===== src/rtl/sevenseg_serial_display.sv =====
// Four-digit seven-segment driver: binary value -> BCD -> segment/select frames,
// shifted out MSB first with a one-cycle latch strobe after every 16-bit frame.
module sevenseg_serial_display (
  input  logic        clk,
  input  logic        rst,
  input  logic [15:0] bin,
  output logic        seg_data,
  output logic        seg_latch
);

  localparam logic [4:0] LAST_K = 5'd16;

  logic [4:0]  k_reg, k_next;
  logic [1:0]  digit_reg, digit_next;
  logic [15:0] hold_reg, hold_next;
  logic [15:0] shift_reg, shift_next;
  logic        seg_data_reg, seg_data_next;
  logic        seg_latch_reg, seg_latch_next;

  logic [15:0] value;
  logic [15:0] bcd_work;
  logic [15:0] bin_work;
  logic [15:0] bcd;
  logic [7:0]  seg_bytes  [4];
  logic [7:0]  ctrl_bytes [4];
  logic [15:0] frame;

  function automatic logic [7:0] seg_decode(input logic [3:0] code);
    logic [7:0] pat;
    case (code)
      4'd0:    pat = 8'hC0;
      4'd1:    pat = 8'hF9;
      4'd2:    pat = 8'hA4;
      4'd3:    pat = 8'hB0;
      4'd4:    pat = 8'h99;
      4'd5:    pat = 8'h92;
      4'd6:    pat = 8'h82;
      4'd7:    pat = 8'hF8;
      4'd8:    pat = 8'h80;
      4'd9:    pat = 8'h90;
      default: pat = 8'hFF;
    endcase
    return pat;
  endfunction

  // A digit-0 frame captures bin on this very edge, so it must see bin directly.
  assign value = (digit_reg == 2'd0) ? bin : hold_reg;

  // Double-dabble limited to four BCD digits; the ten-thousands carry falls off the top.
  always_comb begin
    bcd_work = 16'd0;
    bin_work = value;
    for (int i = 0; i < 16; i++) begin
      for (int j = 0; j < 4; j++) begin
        if (bcd_work[4*j +: 4] >= 4'd5)
          bcd_work[4*j +: 4] = bcd_work[4*j +: 4] + 4'd3;
      end
      bcd_work = {bcd_work[14:0], bin_work[15]};
      bin_work = {bin_work[14:0], 1'b0};
    end
  end

  assign bcd = bcd_work;

  generate
    for (genvar gi = 0; gi < 4; gi++) begin : g_digit
      localparam logic [3:0] SEL = 4'b0001 << gi;
      assign seg_bytes[gi]  = seg_decode(bcd[4*gi +: 4]);
      assign ctrl_bytes[gi] = {4'hF, ~SEL};
    end
  endgenerate

  assign frame = {seg_bytes[digit_reg], ctrl_bytes[digit_reg]};

  always_comb begin
    k_next         = k_reg;
    digit_next     = digit_reg;
    hold_next      = hold_reg;
    shift_next     = shift_reg;
    seg_data_next  = 1'b0;
    seg_latch_next = 1'b0;
    if (k_reg == 5'd0) begin
      seg_data_next = frame[15];
      shift_next    = {frame[14:0], 1'b0};
      k_next        = 5'd1;
      if (digit_reg == 2'd0)
        hold_next = bin;
    end else if (k_reg == LAST_K) begin
      seg_latch_next = 1'b1;
      k_next         = 5'd0;
      digit_next     = digit_reg + 2'd1;
    end else begin
      seg_data_next = shift_reg[15];
      shift_next    = {shift_reg[14:0], 1'b0};
      k_next        = k_reg + 5'd1;
    end
  end

  always_ff @(posedge clk) begin
    if (rst) begin
      k_reg         <= 5'd0;
      digit_reg     <= 2'd0;
      hold_reg      <= 16'd0;
      shift_reg     <= 16'd0;
      seg_data_reg  <= 1'b0;
      seg_latch_reg <= 1'b0;
    end else begin
      k_reg         <= k_next;
      digit_reg     <= digit_next;
      hold_reg      <= hold_next;
      shift_reg     <= shift_next;
      seg_data_reg  <= seg_data_next;
      seg_latch_reg <= seg_latch_next;
    end
  end

  assign seg_data  = seg_data_reg;
  assign seg_latch = seg_latch_reg;

endmodule


===== config.mk =====
export PLATFORM = sky130hd
export DESIGN_NAME = sevenseg_serial_display
export DESIGN_NICKNAME = d
export VERILOG_FILES = /design/src/rtl/sevenseg_serial_display.sv
export SDC_FILE = /design/constraint.sdc
export NUM_CORES = 1
export LEC_CHECK = 0
export ABC_CLOCK_PERIOD_IN_PS = 36600
export BUFFER_PORTS_ARGS = -buffer_cell sky130_fd_sc_hd__buf_2
export CAP_MARGIN = 20
export CORE_UTILIZATION = 50
export DETAILED_ROUTE_END_ITERATION = 6
export HOLD_SLACK_MARGIN = 0.1
export PLACE_DENSITY_LB_ADDON = 0.15
export RECOVER_POWER = 25
export SETUP_SLACK_MARGIN = 0.02
export SYNTH_ARGS = -nofsm -noshare
export SYNTH_HDL_FRONTEND = slang
export SYNTH_SLANG_ARGS = --single-unit

===== constraint.sdc =====
create_clock -name clk -period 36.6 [get_ports clk]
set_clock_uncertainty 0.1 [all_clocks]
set_input_delay 9.15 -clock clk [delete_from_list [all_inputs] [get_ports clk]]
set_output_delay 9.15 -clock clk [all_outputs]
set_load 0.02 [all_outputs]

---- Word level (Yosys, flattened, before mapping) ----
Memories as Yosys holds them, arrays and structs flattened.
Cells that the tools add are included.
word-level totals
  word-level logic and storage cells ...... 139
  output and inout port bits .............. 2
  bits in registers ....................... 40
  input port bits ......................... 18
  ROM bits ................................ 448
  memories kept ........................... 4
memories
  name             depth  bits a word  rd ports  clocked after memory_dff  write ports  line  text
  (no name shown)  16     7            1         0                         0            30    case (code)
  (no name shown)  16     7            1         0                         0            30
  (no name shown)  16     7            1         0                         0            30
  (no name shown)  16     7            1         0                         0            30
cells by class
  muxes and demuxes ....................... 48
  add/sub/neg operators ................... 36
  bitwise gates (word level) .............. 2
  magnitude comparators ................... 35
  equal/unequal tests ..................... 2
  reduce and logical (&&, ||, !) cells .... 5
operator list
  operator                                                                              number
  4-bit by 3-bit greater-or-equal comparator with 1-bit output (second input constant)  30
  4-bit 2-to-1 mux                                                                      30
  4-bit by 2-bit adder with 4-bit output (second input constant)                        27
  16-bit 2-to-1 mux                                                                     3
  8-bit binary-select mux with 2-bit select                                             2
  8-bit 2-to-1 mux                                                                      4
  3-bit greater-or-equal comparator (second input constant)                             5
  3-bit by 2-bit adder with 3-bit output (second input constant)                        4
  3-bit by 2-bit adder with 4-bit output (second input constant)                        3
  3-bit 2-to-1 mux                                                                      4
  5-bit by 1-bit adder with 5-bit output (second input constant)                        1
  5-bit == test (second input constant)                                                 1
  5-bit logical NOT                                                                     1
  1-bit 2-to-1 mux                                                                      5
  2-bit NOT with 3-bit output                                                           1
  3-bit OR reduction                                                                    1
  2-bit by 1-bit adder with 2-bit output (second input constant)                        1
  2-bit logical NOT                                                                     1
  2-bit inequality test (second input constant)                                         1
  2-bit AND reduction                                                                   1
  2-bit OR reduction                                                                    1
  1-bit NOT                                                                             1

---- Logic depth before layout (Yosys ltp) ----
Gate-level depths: netlist of run 1.
An unclocked memory read counts as a cell.
  word-level depth ........................ 33
  depth in mapped cells ................... 67
  depth with buffers taken out ............ 63

---- Worst setup path before layout of run 1 ----
Ideal clock, no wire load.
  kind .................................... input port to flip-flop
  start point ............................. input port bin[13]
  end point ............................... register shift_reg[14]
  required time ........................... 36.367 ns
  path slack .............................. 16.664 ns
  buffers on the path ..................... 3
  stages .................................. 63
  arrival ................................. 19.703 ns
  cells stage by stage .................... nand3b_1 -> o21ai_2 -> a21oi_1 -> ha_1 -> nand2b_1 -> o2111ai_1 -> a21o_1 -> nand2_1 -> inv_1 -> ha_1 -> nand2b_1 -> o221ai_1 -> a21oi_2 -> ha_1 -> inv_1 -> a21oi_1 -> o21ba_2 -> mux2i_1 -> [... 27 more ...] -> ha_1 -> a21oi_1 -> a2bb2oi_1 -> mux2i_2 -> inv_1 -> ha_1 -> inv_1 -> a211oi_1 -> nor3_1 -> ha_1 -> o41ai_1 -> o21ai_0 -> nor2_1 -> inv_1 -> ha_1 -> or3b_1 -> a311oi_1 -> nor4_1
on the way
  word-level cells in the longest chain between the ends .. 32
ends and longest elaborated chain
  element                                                                                                                        line    text
  start, declared                                                                                                                6       input logic [15:0] bin,
  16-bit 2-to-1 mux (*)                                                                                                          -
  3-bit by 2-bit adder with 4-bit output / 3-bit greater-or-equal comparator (equally long branches)                             56, 55
  4-bit 2-to-1 mux (*)                                                                                                           55      if (bcd_work[4*j +: 4] >= 4'd5)
  4-bit by 2-bit adder with 4-bit output / 4-bit by 3-bit greater-or-equal comparator with 1-bit output (equally long branches)  56, 55
  4-bit 2-to-1 mux                                                                                                               55
  4-bit by 2-bit adder with 4-bit output / 4-bit by 3-bit greater-or-equal comparator with 1-bit output (equally long branches)  56, 55
  4-bit 2-to-1 mux                                                                                                               55
  4-bit by 3-bit greater-or-equal comparator with 1-bit output, or another cell as far along                                     55
  [... 15 more ...]                                                                                                              -
  4-bit by 2-bit adder with 4-bit output, or another cell as far along                                                           56      bcd_work[4*j +: 4] = bcd_work[4*j +: 4] + 4'd3;
  4-bit 2-to-1 mux / 3-bit 2-to-1 mux (equally long branches)                                                                    55
  4-bit by 2-bit adder with 4-bit output, or another cell as far along                                                           56
  4-bit 2-to-1 mux / 3-bit 2-to-1 mux (equally long branches)                                                                    55
  memory 16 x 7 bit                                                                                                              -
  8-bit binary-select mux with 2-bit select (*)                                                                                  73      assign frame = {seg_bytes[digit_reg], ctrl_bytes[digit_reg]};
  8-bit 2-to-1 mux (implied by the code) (*) (2 in series)                                                                       73
  16-bit 2-to-1 mux (*)                                                                                                          82      if (k_reg == 5'd0) begin
  end signal, assigned                                                                                                           111     shift_reg <= shift_next;
  end, declared                                                                                                                  16      logic [15:0] shift_reg, shift_next;
Every way passes the cells marked *; elsewhere a longest branch is shown, timed or not. The select of a mux whose other input is x is not followed.
A chain may end at the register's enable or synchronous reset.

---- Worst setup path after layout of run 1 ----
Same ends and word-level chain as after synthesis.

==> flow_metrics.py, run 1 <==
metrics = {
    "floorplanning": {
        "die_w_um": 127.5,
        "die_area_mm2": 0.01624,
        "core_area_mm2": 0.01526,
        "start_util_pct": 51.57,
        "die_h_um": 127.5,
        "rows": 45,
        "io_pins": 20,
    },
    "cells_and_area": {
        "largest_reg_flops": 16,
        "layout-drive-gt1-share_pct": 10.99,
        "fillers": 1523,
        "syn_to_final_growth_pct": 4.595,
        "fin_nets": 1173,
        "antenna_cells": 0,
    },
    "worst_setup_path": {
        "required_ns": 36.59,
        "ff2ff_path_depth": 62,
        "rr_startpoint": "digit_reg[0]",
        "cpPeakStageDelay_ns": 0.45,
        "end_kind": "register",
        "slowest_stage": "and3_1",
        "worst-path-max-fanout": 12,
        "crit_type": "input pin to register",
        "arrival_ns": 21.20,
        "cpLargestDelayFamily": "compound AO/OA/AOI/OAI gates",
        "r2r-end": "shift_reg[14]",
        "cp-start-kind": "input pin",
        "path_buf_inv": 8,
        "critical_path.most_common_cell": "ha_1",
        "rrSetupSlack_ns": 22.45,
    },
    "drt": {
        "ant_nets": 0,
        "post_drt_wl_per_cell_um": 15.65,
        "drtPass1Iterations": 5,
        "via_per_inst": 6.485,
        "via_count": 8625,
        "wirelength_mm": 20.82,
        "drcViolationCount": 0,
        "drt_iter0_markers": 739,
    },
    "run_status": {
        "status": "finished with violations",
        "violations": "max-capacitance violations, max-slew violations",
    },
    "cts": {
        "ctsHoldBuffers": 0,
        "root_buffer": "clkbuf_16",
        "cts_tree": "built",
        "cts_resized": 0,
        "cts_setup_buffers": 0,
        "clock_path_buffers": 2,
        "cts-buffers-inserted": 5,
        "cts_max_level": 2,
        "cts_num_sinks": 40,
        "cts.clk_slew.worst_paths_ns": 0.06,
        "insertion_delay_ns": 0.30,
    },
    "yosys": {
        "yosysWarnings": 0,
        "synth_nets": 1195,
        "ys_async_sr_fraction_pct": 0,
        "seq_area_frac_synth_pct": 10.18,
        "synth_ff_type": "dfxtp_1",
        "yosys_register_bits": 40,
        "synth_area_per_cell_um2": 6.902,
        "syn_inst": 1140,
        "synth_cell_types": 109,
        "syn-cell-area_mm2": 0.007869,
        "synth_edf_count": 0,
    },
    "sta": {
        "timing.final.crit_share_pct": 57.97,
        "worstMarginPinSlew_ns": 1.941,
        "hold_viol": 0,
        "min_period_ns": 21.22,
        "slew_headroom_pct": -29.43,
        "grt_setup_unrepaired": "no",
        "fmax_ghz": 0.04713,
        "tns_ns": 0,
        "finalSetupViolCount": 0,
        "slew_viol_final": 41,
    },
    "grt": {
        "antenna_found_initial": 0,
        "grt_pass1_wl_mm": 35.70,
        "grt_pass1_vias": 7466,
        "grt_max_degree": 42,
        "gr-total-overflow": 0,
        "grt_use_total_pct": 25.90,
    },
    "placement": {
        "routabilityCongestion": 0.9378,
        "io_buffers": 19,
        "place_hpwl_mm": 15.33,
    },
    "hold_path": {
        "whs_path_depth": 2,
        "hold_end": "shift_reg[3]",
        "hp-start": "shift_reg[2]",
        "min-delay-path-class": "register to register",
    },
    "job": {
        "drv_cap": 1,
    },
}
## worst max-delay path by stage
stage	from	end	cells after the start
final	bin[13]	shift_reg[14]	61
after global routing	bin[13]	shift_reg[14]	59
after CTS	bin[13]	shift_reg[14]	61
after detailed placement	bin[13]	shift_reg[14]	61
after global placement	bin[13]	shift_reg[14]	57
after floorplan	bin[13]	shift_reg[14]	63
## placed cells by master, fill, tap and decap left out, types with 15 or more instances in the layout
| cell type | instances |
|---|---|
| a211oi_1 | 37 |
| a21o_1 | 17 |
| a21oi_1 | 84 |
| a31oi_1 | 16 |
| and2_1 | 15 |
| buf_2 | 18 |
| dfxtp_1 | 40 |
| ha_1 | 36 |
| inv_1 | 47 |
| mux2i_1 | 34 |
| nand2_1 | 106 |
| nand3_1 | 38 |
| nor2_1 | 109 |
| nor3_1 | 43 |
| o211ai_1 | 27 |
| o21a_1 | 16 |
| o21ai_0 | 71 |
| o22ai_1 | 15 |
| or3_1 | 15 |
| xnor2_1 | 18 |
## layout make-up
class                   count  area, µm²  share of cell area (%)
inverters                  54      202.7                   2.463
clock buffers               6      138.9                   1.687
well taps                 211      264.0                   3.208
clock inverters             2      38.79                  0.4713
multi-input cells         988       6616                   80.39
repair buffers             29      168.9                   2.052
flip-flops and latches     40      800.8                   9.729
## synth_stat cells (17+ instances only)
cell / number / area, µm²
dfxtp_1: 40 / 800.8
o211ai_1: 27 / 202.7
nand3_1: 38 / 190.2
ha_1: 37 / 462.9
nand2_1: 106 / 397.9
nor2_1: 110 / 412.9
a21o_1: 17 / 127.6
a211oi_1: 37 / 277.8
a21oi_1: 84 / 420.4
clkbuf_1: 41 / 153.9
inv_1: 47 / 176.4
xnor2_1: 18 / 157.7
mux2i_1: 34 / 340.3
o21ai_0: 71 / 355.3
nor3_1: 43 / 215.2
## per-stage QoR
step	cells	hold WS [ns]	instance area, µm²	utilization [%]	setup WS [ns]
2_1_floorplan	1140	0.3311	7869	-	16.66
3_3_place_gp	1322	0.3456	8054	52.78	15.54
3_5_place_dp	1322	0.3514	8054	52.78	15.29
4_1_cts	1330	0.3608	8232	53.95	15.53
5_1_grt	1330	0.3757	8230	53.94	14.21
6_report	1330	0.3660	8230	53.94	15.38
## worst reg2reg max path, delay by kind of cell, from the launching register on
| kind | cells | cell delay (ns) |
|---|---|---|
| compound gates | 23 | 5.27 |
| fa+ha+maj | 12 | 2.79 |
| buf+inv | 9 | 1.34 |
| flops | 1 | 0.69 |
| mux | 3 | 0.52 |
| simple gates | 15 | 3.21 |
## cells by family after synthesis
kind of cell / after synthesis / synth area share [%]
AO/OA/AOI/OAI: 445 / 40.39
XOR/XNOR: 25 / 3.212
adder cells (fa/ha/maj): 38 / 6.010
buffers and inverters: 112 / 5.804
flip-flops: 40 / 10.18
multiplexers: 57 / 7.887
AND/OR/NAND/NOR: 423 / 26.52
## per-layer routing
layer | wire length [µm] | up-vias | global-route usage, %
met2 | 9033 | 260 | 40.47
met1 | 10630 | 3997 | 38.97
met5 | 0 | - | 0
met4 | 164 | 0 | 4.482
met3 | 983 | 15 | 1.801
li1 | - | 4353 | -
Power of run 1 is left out: the tool's default activity adds up to more than one toggle a clock period on the data nets, which glitch-free logic cannot reach.
==> run 2, diff against run 1 <==
--- a/config.mk
+++ b/config.mk
@@ -5,7 +5,7 @@
 export SDC_FILE = /design/constraint.sdc
 export NUM_CORES = 1
 export LEC_CHECK = 0
-export ABC_CLOCK_PERIOD_IN_PS = 36600
+export ABC_CLOCK_PERIOD_IN_PS = 18200
 export BUFFER_PORTS_ARGS = -buffer_cell sky130_fd_sc_hd__buf_2
 export CAP_MARGIN = 20
 export CORE_UTILIZATION = 50
==> constraint.sdc (replaced) <==
create_clock -name clk -period 18.2 [get_ports clk]
set_clock_uncertainty 0.1 [all_clocks]
set_input_delay 4.55 -clock clk [delete_from_list [all_inputs] [get_ports clk]]
set_output_delay 4.55 -clock clk [all_outputs]
set_load 0.02 [all_outputs]
==> run 2 against run 1 <==
- the run still ends with max-capacitance violations, max-slew violations left
- register-to-register slack worse by 18 ns
- routed wire length up 0.49%
- largest cell class unchanged
- non-clock buffer count up 1
- global-route usage about the same
- via count down 0.26%
- cell count about the same
- first-iteration DRC count up 2.7%
- cell area about the same
==> flow_metrics.py, run 2 (synthesis gave the netlist of run 1 again) <==
metrics = {
    "cells_and_area": {
        "mostFrequentLayoutCell": "nor2_1",
        "antenna_cells": 0,
        "postLayoutCoreUtil_pct": 53.99,
        "largest_reg_flops": 16,
        "fillers": 1459,
        "syn_to_final_growth_pct": 4.691,
        "layout_common_cells": "nor2_1, nand2_1, a21oi_1",
        "layout-drive-gt1-share_pct": 11.07,
        "fin_nets": 1174,
    },
    "cts": {
        "cts_resized": 0,
        "cts_max_level": 2,
        "cts_setup_buffers": 0,
        "cts_num_sinks": 40,
        "insertion_delay_ns": 0.30,
        "clock_path_buffers": 2,
        "ctsHoldBuffers": 0,
        "root_buffer": "clkbuf_16",
        "cts-buffers-inserted": 5,
        "cts_tree": "built",
        "cts.clk_slew.worst_paths_ns": 0.06,
    },
    "floorplanning": {
        "die_h_um": 127.5,
        "start_util_pct": 51.57,
        "die_w_um": 127.5,
        "io_pins": 20,
        "core_area_mm2": 0.01526,
        "rows": 45,
        "die_area_mm2": 0.01624,
    },
    "sta": {
        "tns_ns": 0,
        "timing.final.crit_share_pct": 91.37,
        "hold_viol": 0,
        "slew_headroom_pct": -29.10,
        "finalSetupViolCount": 0,
        "slew_viol_final": 41,
        "worstMarginPinSlew_ns": 1.937,
        "grt_setup_unrepaired": "no",
        "min_period_ns": 16.63,
        "fmax_ghz": 0.06014,
    },
    "drt": {
        "ant_nets": 0,
        "via_count": 8603,
        "via_per_inst": 6.464,
        "post_drt_wl_per_cell_um": 15.72,
        "wirelength_mm": 20.92,
        "drcViolationCount": 0,
        "drtPass1Iterations": 5,
        "drt_iter0_markers": 759,
    },
    "worst_setup_path": {
        "required_ns": 18.19,
        "slowest_stage": "a221oi_1",
        "arrival_ns": 16.62,
        "crit_type": "input pin to register",
        "cpPeakStageDelay_ns": 0.49,
        "end_kind": "register",
        "worst-path-max-fanout": 12,
        "cp-start-kind": "input pin",
        "critical_path.most_common_cell": "ha_1",
    },
    "grt": {
        "grt_pass1_wl_mm": 35.90,
        "antenna_found_initial": 0,
        "grt_max_degree": 42,
        "grt_use_total_pct": 25.94,
        "gr-total-overflow": 0,
        "grt_pass1_vias": 7510,
    },
    "run_status": {
        "status": "finished with violations",
        "violations": "max-capacitance violations, max-slew violations",
    },
    "placement": {
        "place_hpwl_mm": 15.38,
        "routabilityCongestion": 0.9353,
        "io_buffers": 19,
    },
    "hold_path": {
        "min-delay-path-class": "register to register",
    },
    "job": {
        "drv_cap": 1,
    },
}
run 2: cell count changes in the layout (fill, tap and decap cells not counted):
cell / change
buf_4: +1
run 2: worst max-delay path, delay by kind of cell:
family                     cells  cell delay [ns]
AOI/OAI and AO/OA             21             4.64
and+or+nand+nor               17             3.54
adders and majority gates     11             2.58
muxes                          3             0.52
buffers and inverters          8             0.74
run 2: final timing paths:
path | startpoint | to | slack (ns) | cells past startpoint
worst max register to register | digit_reg[0] | shift_reg[14] | 4.10 | 61
worst min-delay path | shift_reg[2] | shift_reg[3] | 0.36 | 2
worst min register to register | shift_reg[2] | shift_reg[3] | 0.36 | 2
worst max-delay path | bin[13] | shift_reg[14] | 1.57 | 60
run 2: final cells by class:
type	instances	area, µm²	share of cell area, %
sequential	40	800.8	9.721
clock inverter	2	38.79	0.4708
inverter	54	202.7	2.461
timing repair buffer	30	176.4	2.142
multi-input combinational	988	6616	80.32
clock buffer	6	138.9	1.686
tap	211	264.0	3.205
run 2: metal layers:
layer,GRT usage (%),share of wire (%)
met5,0,0
met4,7.003,1.6
met1,39.18,50
met3,1.801,5.0
met2,39.22,43
run 2: metrics by stage:
stage,hold WS [ns],cells,instance area (µm²),setup slack (ns)
final,0.3629,1331,8238,1.571
after global placement,0.3484,1323,8061,1.785
after CTS,0.3611,1331,8239,1.757
after global routing,0.3911,1331,8238,0.2690
after floorplan,0.3311,1140,7869,2.864
after detailed placement,0.3523,1323,8061,1.501
Power of run 2 is left out for the same reason.
